**config.mk**
```make
export PLATFORM = sky130hd
export DESIGN_NAME = counter
export DESIGN_NICKNAME = d
export VERILOG_FILES = /design/src/rtl/counter.sv
export SDC_FILE = /design/constraint.sdc
export NUM_CORES = 1
export LEC_CHECK = 0
export ABC_AREA = 1
export CAP_MARGIN = 15
export CORE_MARGIN = 4
export CORE_UTILIZATION = 47
export DETAILED_ROUTE_END_ITERATION = 16
export PLACE_DENSITY = 0.85
export SLEW_MARGIN = 10
export SYNTH_ARGS = -nofsm -noshare
export SYNTH_HDL_FRONTEND = slang
export SYNTH_SLANG_ARGS = --single-unit
export TNS_END_PERCENT = 1
```
**constraint.sdc**
```tcl
create_clock -name clock -period 1.52 [get_ports clock]
set_input_delay 0.228 -clock clock [delete_from_list [all_inputs] [get_ports clock]]
set_output_delay 0.228 -clock clock [all_outputs]
set_load 0.005 [all_outputs]
```
**src/rtl/counter.sv**
```systemverilog
// counter: free-running 16-bit LED counter with optional clock-enable prescaler
module counter #(
  parameter int DIVIDER = 1,
  parameter int WIDTH   = 16
) (
  input  logic       clock,
  input  logic       reset,
  output logic [7:0] left_leds,
  output logic [7:0] right_leds
);
  localparam int PW = $clog2(DIVIDER) + 1;
  logic [WIDTH-1:0] count;
  logic [PW-1:0]    pre;
  logic             tick;
  // With DIVIDER = 1 the prescaler is held at zero and every edge ticks
  always_comb tick = (DIVIDER == 1) ? 1'b1 : (pre == PW'(DIVIDER - 1));
  always_ff @(posedge clock) begin
    if (reset) begin
      count <= '0;
      pre   <= '0;
    end else begin
      count <= tick ? count + WIDTH'(1) : count;
      pre   <= tick ? '0 : pre + PW'(1);
    end
  end
  assign left_leds  = count[WIDTH-1:8];
  assign right_leds = count[7:0];
endmodule

```
Yosys cells after proc, flatten, opt, wreduce, memory -nomap -nowiden
Cells that the tools add are included.
- add/sub/neg operators: 1
- operators with widths (kind ; count):
    adder 16 x 1 -> 16 bit (second input constant) ; 1
- flip-flop bits (word level): 16
- output and inout bits: 16
- bits of input ports: 2
- word-level logic and storage cells: 2

Longest topological paths before layout
Gate-level depths: netlist of run 1.
- depth after elaboration: 1
- mapped depth: 7
- gate-level depth less buffers: 7

Worst setup path before layout of run 1
OpenSTA, ideal clock, no wires.
- kind: register -> register
- start: reg count[0]
- end: reg count[14]
- path slack: 323 ps
- arrival: 1082 ps
- path buffers: 0
- stages on the path, launching flop included: 7
- clock period less this slack: 1197 ps
- data required time: 1405 ps
- setup time: 115 ps
- path through: dfxtp_1 -> ha_1 -> nand3_1 -> nor2_1 -> nand4_1 -> nand2_1 -> nor2_1
- word-level cells in the longest chain between the ends: 1
- ends and longest elaborated chain (what ; RTL line ; text):
    start, declared ; 12 ; logic [WIDTH-1:0] count;
    start signal, assigned ; 22 ; count <= tick ? count + WIDTH'(1) : count;
    adder 16 x 1 -> 16 bit ; 22 ;
No other way between the ends.
A chain may end at the register's enable or synchronous reset.

Worst setup path in the final report of run 1
- start: reg count[3]
- end: out right_leds[3]
- RTL lines (what ; RTL line ; text):
    end, declared ; 9 ; output logic [7:0] right_leds
No word-level cell between the ends.

==> results.ini, run 1 <==
[outcome]
status=finished clean

[sta]
worst_slack_ps=59.9
setup_tns_ps=0
rsz0062_at_grt=no
max_slew_margin=0.850
period_share=0.961
fmax_mhz=685
period_needed_ps=1460
finalMaxSlewViolations=0
worst_pin_slew_ps=223
finalSetupViolations=0
finalClockSkew_ps=0.971
finalHoldViolCount=0

[synthesis]
synth_warnings=0
synthArstFlopShare=0
ys_top_cells_by_area=dfxtp_1 42%, nand2_1 14%, nor2_1 13%
synth_top_area_share=0.416
syn_nets=116
yosysMostFrequentCell=nand2_1
ys_seq_area_frac=0.416
yosysTopAreaCell=dfxtp_1
synth_common_cells=28 x nand2_1, 26 x nor2_1, 16 x dfxtp_1
ys_types=22
synth_edf_count=0
ys_ff_latch=16
syn_area_um2=771
avgSynthCellArea_um2=6.82
synth_cells=113
yosys_most_used_dff=dfxtp_1

[routing]
drc=0
viasPerCell=4.95
vias=743
drt_iter0_markers=14
routed_wl_um=1640
ant_nets=0
wl_per_cell_um=10.9
dr.pass1.iters=4

[setup_path]
cp.required_ps=1290
rrSetupSlack_ps=240
worstPathCellList=clkdlybuf4s50_1
end_kind=output pin
critPathTopFamily=buffers and inverters
cp-start-kind=flip-flop
r2r_cells=6
cp_num_cells=1
crit_arrival_ps=1230
timing.rr.end=count[8]
path_class=flip-flop to output pin
reg2reg_from=count[1]
cp_max_fo=5
crit_slowest_cell=clkdlybuf4s50_1
worst_path_largest_cell_delay_ps=530
crit_buf_inv=1

[layout]
top_regs=count x16
nNetsFinal=138
fin_cells=150
n_antenna_cell=0
layout-drive-gt1-share=0.134
num-fill-cells=135
finalInstanceArea_um2=1000
area_growth_pct=30.4
top_register=count
largest_register_ffs=16

[placement]
gp_congestion=0.864
pre_cts_slack_ps=213
dp.cells=146
place_area_um2=963
port_buffers=17
place_hpwl_um=1300

[die]
dieWidth_um=48.5
ios=18
die_h_um=48.5
start_util=0.506
rows=14
dieArea_um2=2350
coreArea_um2=1520

[worst_hold_path]
min_path_cells=1
holdCritStartpoint=count[0]
min_path_type=flip-flop to flip-flop
holdPathEnd=count[0]

[clock_tree]
ctsRootBufferMaster=clkbuf_4
htree_levels=1
cts_buffer_depth=2
post_cts_buffers=0
hold_buffers=0
clk_latency_ps=290
clk_pin_slew_ps=90
cts_made_buffers=3
cts.sinks=16
cts_tree=built

[power_and_ir_drop]
irDropWorstVdd_v=0.000554
finalPower_w=0.000764
p_comb_frac=0.057
p_per_area_nw_per_um2=761
p_clk_frac=0.373
power_switching_w=0.000169
p_seq_frac=0.570
netSwitchingFraction=0.221
p_int_w=0.000595
p_leak_nw=0.396

[global_routing]
grt_usage=0.151
grt_first_pass_wirelength_um=2860
grt_max_degree=10
grt_antenna_before_repair=0
grt_pass1_vias=694
overflow=0

[run]
drv_cap=0

-- per-layer routing --
layer / vias up / wire, um / track usage
li1: 396 / - / -
met3: 5 / 74 / 0.0552
met4: 0 / 21 / 0.0493
met2: 13 / 789 / 0.239
met1: 329 / 750 / 0.189
met5: - / 0 / 0
-- through the flow --
| step | hold slack (ps) | util |
|---|---|---|
| after detailed placement | 509 | 0.632 |
| final | 485 | 0.659 |
| after global placement | 499 | 0.632 |
| after floorplan | 475 | - |
| after CTS | 489 | 0.657 |
| after global routing | 517 | 0.659 |
-- timing repair --
item | CTS | global route
hold endpoints to repair | 0 | 0
endpoints found under the setup margin | 1 | 3
resized for setup | 1 | 3
-- power groups by stage --
stage	clock network, W	registers, W	logic, W
floorplan	0	0.000444	0.0000223
global placement	0	0.000445	0.0000426
detailed placement	0	0.000445	0.0000438
CTS	0.000297	0.000436	0.0000439
global route	0.000315	0.000438	0.0000486
finish	0.000285	0.000436	0.0000432
-- cell usage in the layout (no fill, tap or decap), types with 2 or more instances in the layout --
cell             count
a21oi_1              4
clkbuf_4             3
clkdlybuf4s50_1     17
dfxtp_1             12
dfxtp_2              4
inv_1               11
nand2_1             28
nand2_2              3
nand3_1              4
nand4_1              2
nor2_1              26
nor2_2               2
o21a_1               2
o21ai_0              2
o21bai_1             3
-- final cells by class --
type                    count  area (um2)  area share
flip-flops and latches     16         325       0.324
multi-input cells          82         390       0.389
clock buffers               4        36.3      0.0361
repair buffers             18         178       0.177
inverters                  14        55.1      0.0548
well taps                  16        20.0      0.0199
-- worst max path at each step --
stage	from	end	slack (ps)
finish	count[3]	right_leds[3]	60
global route	count[8]	left_leds[0]	3
CTS	count[2]	right_leds[2]	20
detailed placement	count[0]	count[8]	210
global placement	count[0]	count[14]	230
floorplan	count[0]	count[14]	320
-- worst reg2reg max path, cell delays in order (launching register included) --
cell,delay [ps]
dfxtp_1,410
ha_1,220
nand3_1,120
inv_2,110
nand2_1,90
o21ai_0,170
a21oi_1,60
-- kinds of logic after synthesis --
kind of cell,Yosys count,share of synthesized area
compound gates,13,0.112
xor+xnor,1,0.0114
flops,16,0.416
fa+ha+maj,1,0.0162
simple gates,67,0.367
buf+inv,15,0.0779
Power figures use the tool's default switching activity.
==> run 2, diff against run 1 <==
==> constraint.sdc (replaced) <==
create_clock -name clock -period 1.52 [get_ports clock]
set_input_delay 0.228 -clock clock [delete_from_list [all_inputs] [get_ports clock]]
set_output_delay 0.228 -clock clock [all_outputs]
set_load 0.01 [all_outputs]
==> results.ini, run 2 (same netlist as run 1, synthesis figures left out) <==
[worst_hold_path]
min_path_type=flip-flop to flip-flop
min_path_cells=1
holdCritStartpoint=count[0]
holdPathEnd=count[0]

[power_and_ir_drop]
p_per_area_nw_per_um2=766
p_leak_nw=0.399
irDropWorstVdd_v=0.000593

[setup_path]
worst_path_largest_cell_delay_ps=550
timing.rr.end=count[8]
end_kind=output pin
path_class=flip-flop to output pin
reg2reg_from=count[0]
critPathTopFamily=buffers and inverters
rrSetupSlack_ps=240
worstPathCellList=clkdlybuf4s50_1
crit_buf_inv=1
cp_max_fo=5
crit_slowest_cell=clkdlybuf4s50_1
r2r_cells=6
crit_arrival_ps=1250
cp.required_ps=1290
cp-start-kind=flip-flop

[global_routing]
overflow=0
grt_usage=0.159
grt_first_pass_wirelength_um=3110
grt_pass1_vias=766
grt_antenna_before_repair=0
grt_max_degree=10

[sta]
max_slew_margin=0.829
finalSetupViolations=0
worst_pin_slew_ps=256
period_needed_ps=1480
finalClockSkew_ps=13.3
fmax_mhz=675
period_share=0.974
finalHoldViolCount=0
setup_tns_ps=0
finalMaxSlewViolations=0
hold_slack_ps=496

[clock_tree]
cts_tree=built
clk_latency_ps=290
clk_pin_slew_ps=110
ctsRootBufferMaster=clkbuf_4
cts.sinks=16
hold_buffers=0
cts_made_buffers=3
htree_levels=1
cts_buffer_depth=2

[routing]
viasPerCell=5.19
drt_iter0_markers=26
routed_wl_um=1870
vias=779
ant_nets=0
wl_per_cell_um=12.5
dr.pass1.iters=4
drc=0

[die]
ios=18
rows=14
dieWidth_um=48.5
die_h_um=48.5
start_util=0.506
dieArea_um2=2350
coreArea_um2=1520

[layout]
nNetsFinal=138
final_common_cell=nand2_1
num-fill-cells=126
layout-drive-gt1-share=0.179
top_regs=count x16
n_antenna_cell=0
area_growth_pct=31.3
top_register=count
largest_register_ffs=16
final_cell_mix=28 x nand2_1, 26 x nor2_1, 17 x clkdlybuf4s50_1, 11 x inv_1, 10 x dfxtp_2

[placement]
place_hpwl_um=1370
gp_congestion=0.856
port_buffers=17

[outcome]
status=finished clean

[run]
drv_cap=0

==> run 2: what timing repair did <==
action,CTS,global route
resized for setup,2,8
endpoints found under the setup margin,2,8
gates cloned,0,0
setup buffers,0,0
==> run 2: worst register-to-register path: cells and delay by family (launching register included) <==
kind,cells,cell delay [ps]
adder cells (fa/ha/maj),1,210
flip-flops,1,410
AO/OA/AOI/OAI,2,230
buffers and inverters,1,100
AND/OR/NAND/NOR,2,210
==> run 2: worst max-delay path by stage <==
stage                                to  cells after the start  slack [ps]  startpoint
after CTS                 right_leds[1]                      1          10    count[1]
final                     right_leds[0]                      1          40    count[0]
after global routing      right_leds[0]                      1          -4    count[0]
after detailed placement       count[8]                      6         190    count[0]
after floorplan               count[14]                      6         280    count[0]
after global placement        count[14]                      6         230    count[0]
==> run 2: power breakdown <==
part           leakage (nW)  internal [W]  switching, W
logic                 0.244     0.0000232     0.0000232
clock network        0.0210      0.000146      0.000147
registers             0.134      0.000427    0.00000979
==> run 2: layout make-up <==
| cell class | instances | area (um2) | area share |
|---|---|---|---|
| repair buffers | 18 | 178 | 0.176 |
| flip-flops and latches | 16 | 333 | 0.329 |
| inverters | 14 | 55.1 | 0.0544 |
| clock buffers | 4 | 36.3 | 0.0358 |
| multi-input cells | 82 | 390 | 0.386 |
| well taps | 16 | 20.0 | 0.0198 |
==> run 2: per-layer routing <==
layer / vias up / share of wire / GRT usage
li1: 395 / - / -
met1: 354 / 0.43 / 0.186
met2: 26 / 0.51 / 0.274
met3: 4 / 0.045 / 0.0399
met4: 0 / 0.0091 / 0.0628
met5: - / 0 / 0
==> run 2: through the flow <==
step | total power (W) | worst slack (ps) | std cells | cell area [um2] | util
2_1_floorplan | 0.000469 | 277 | 113 | 771 | -
3_3_place_gp | 0.000490 | 227 | 146 | 963 | 0.632
3_5_place_dp | 0.000492 | 194 | 146 | 963 | 0.632
4_1_cts | 0.000771 | 13.5 | 150 | 1000 | 0.658
5_1_grt | 0.000806 | -4.02 | 150 | 1010 | 0.664
6_report | 0.000775 | 38.8 | 150 | 1010 | 0.664
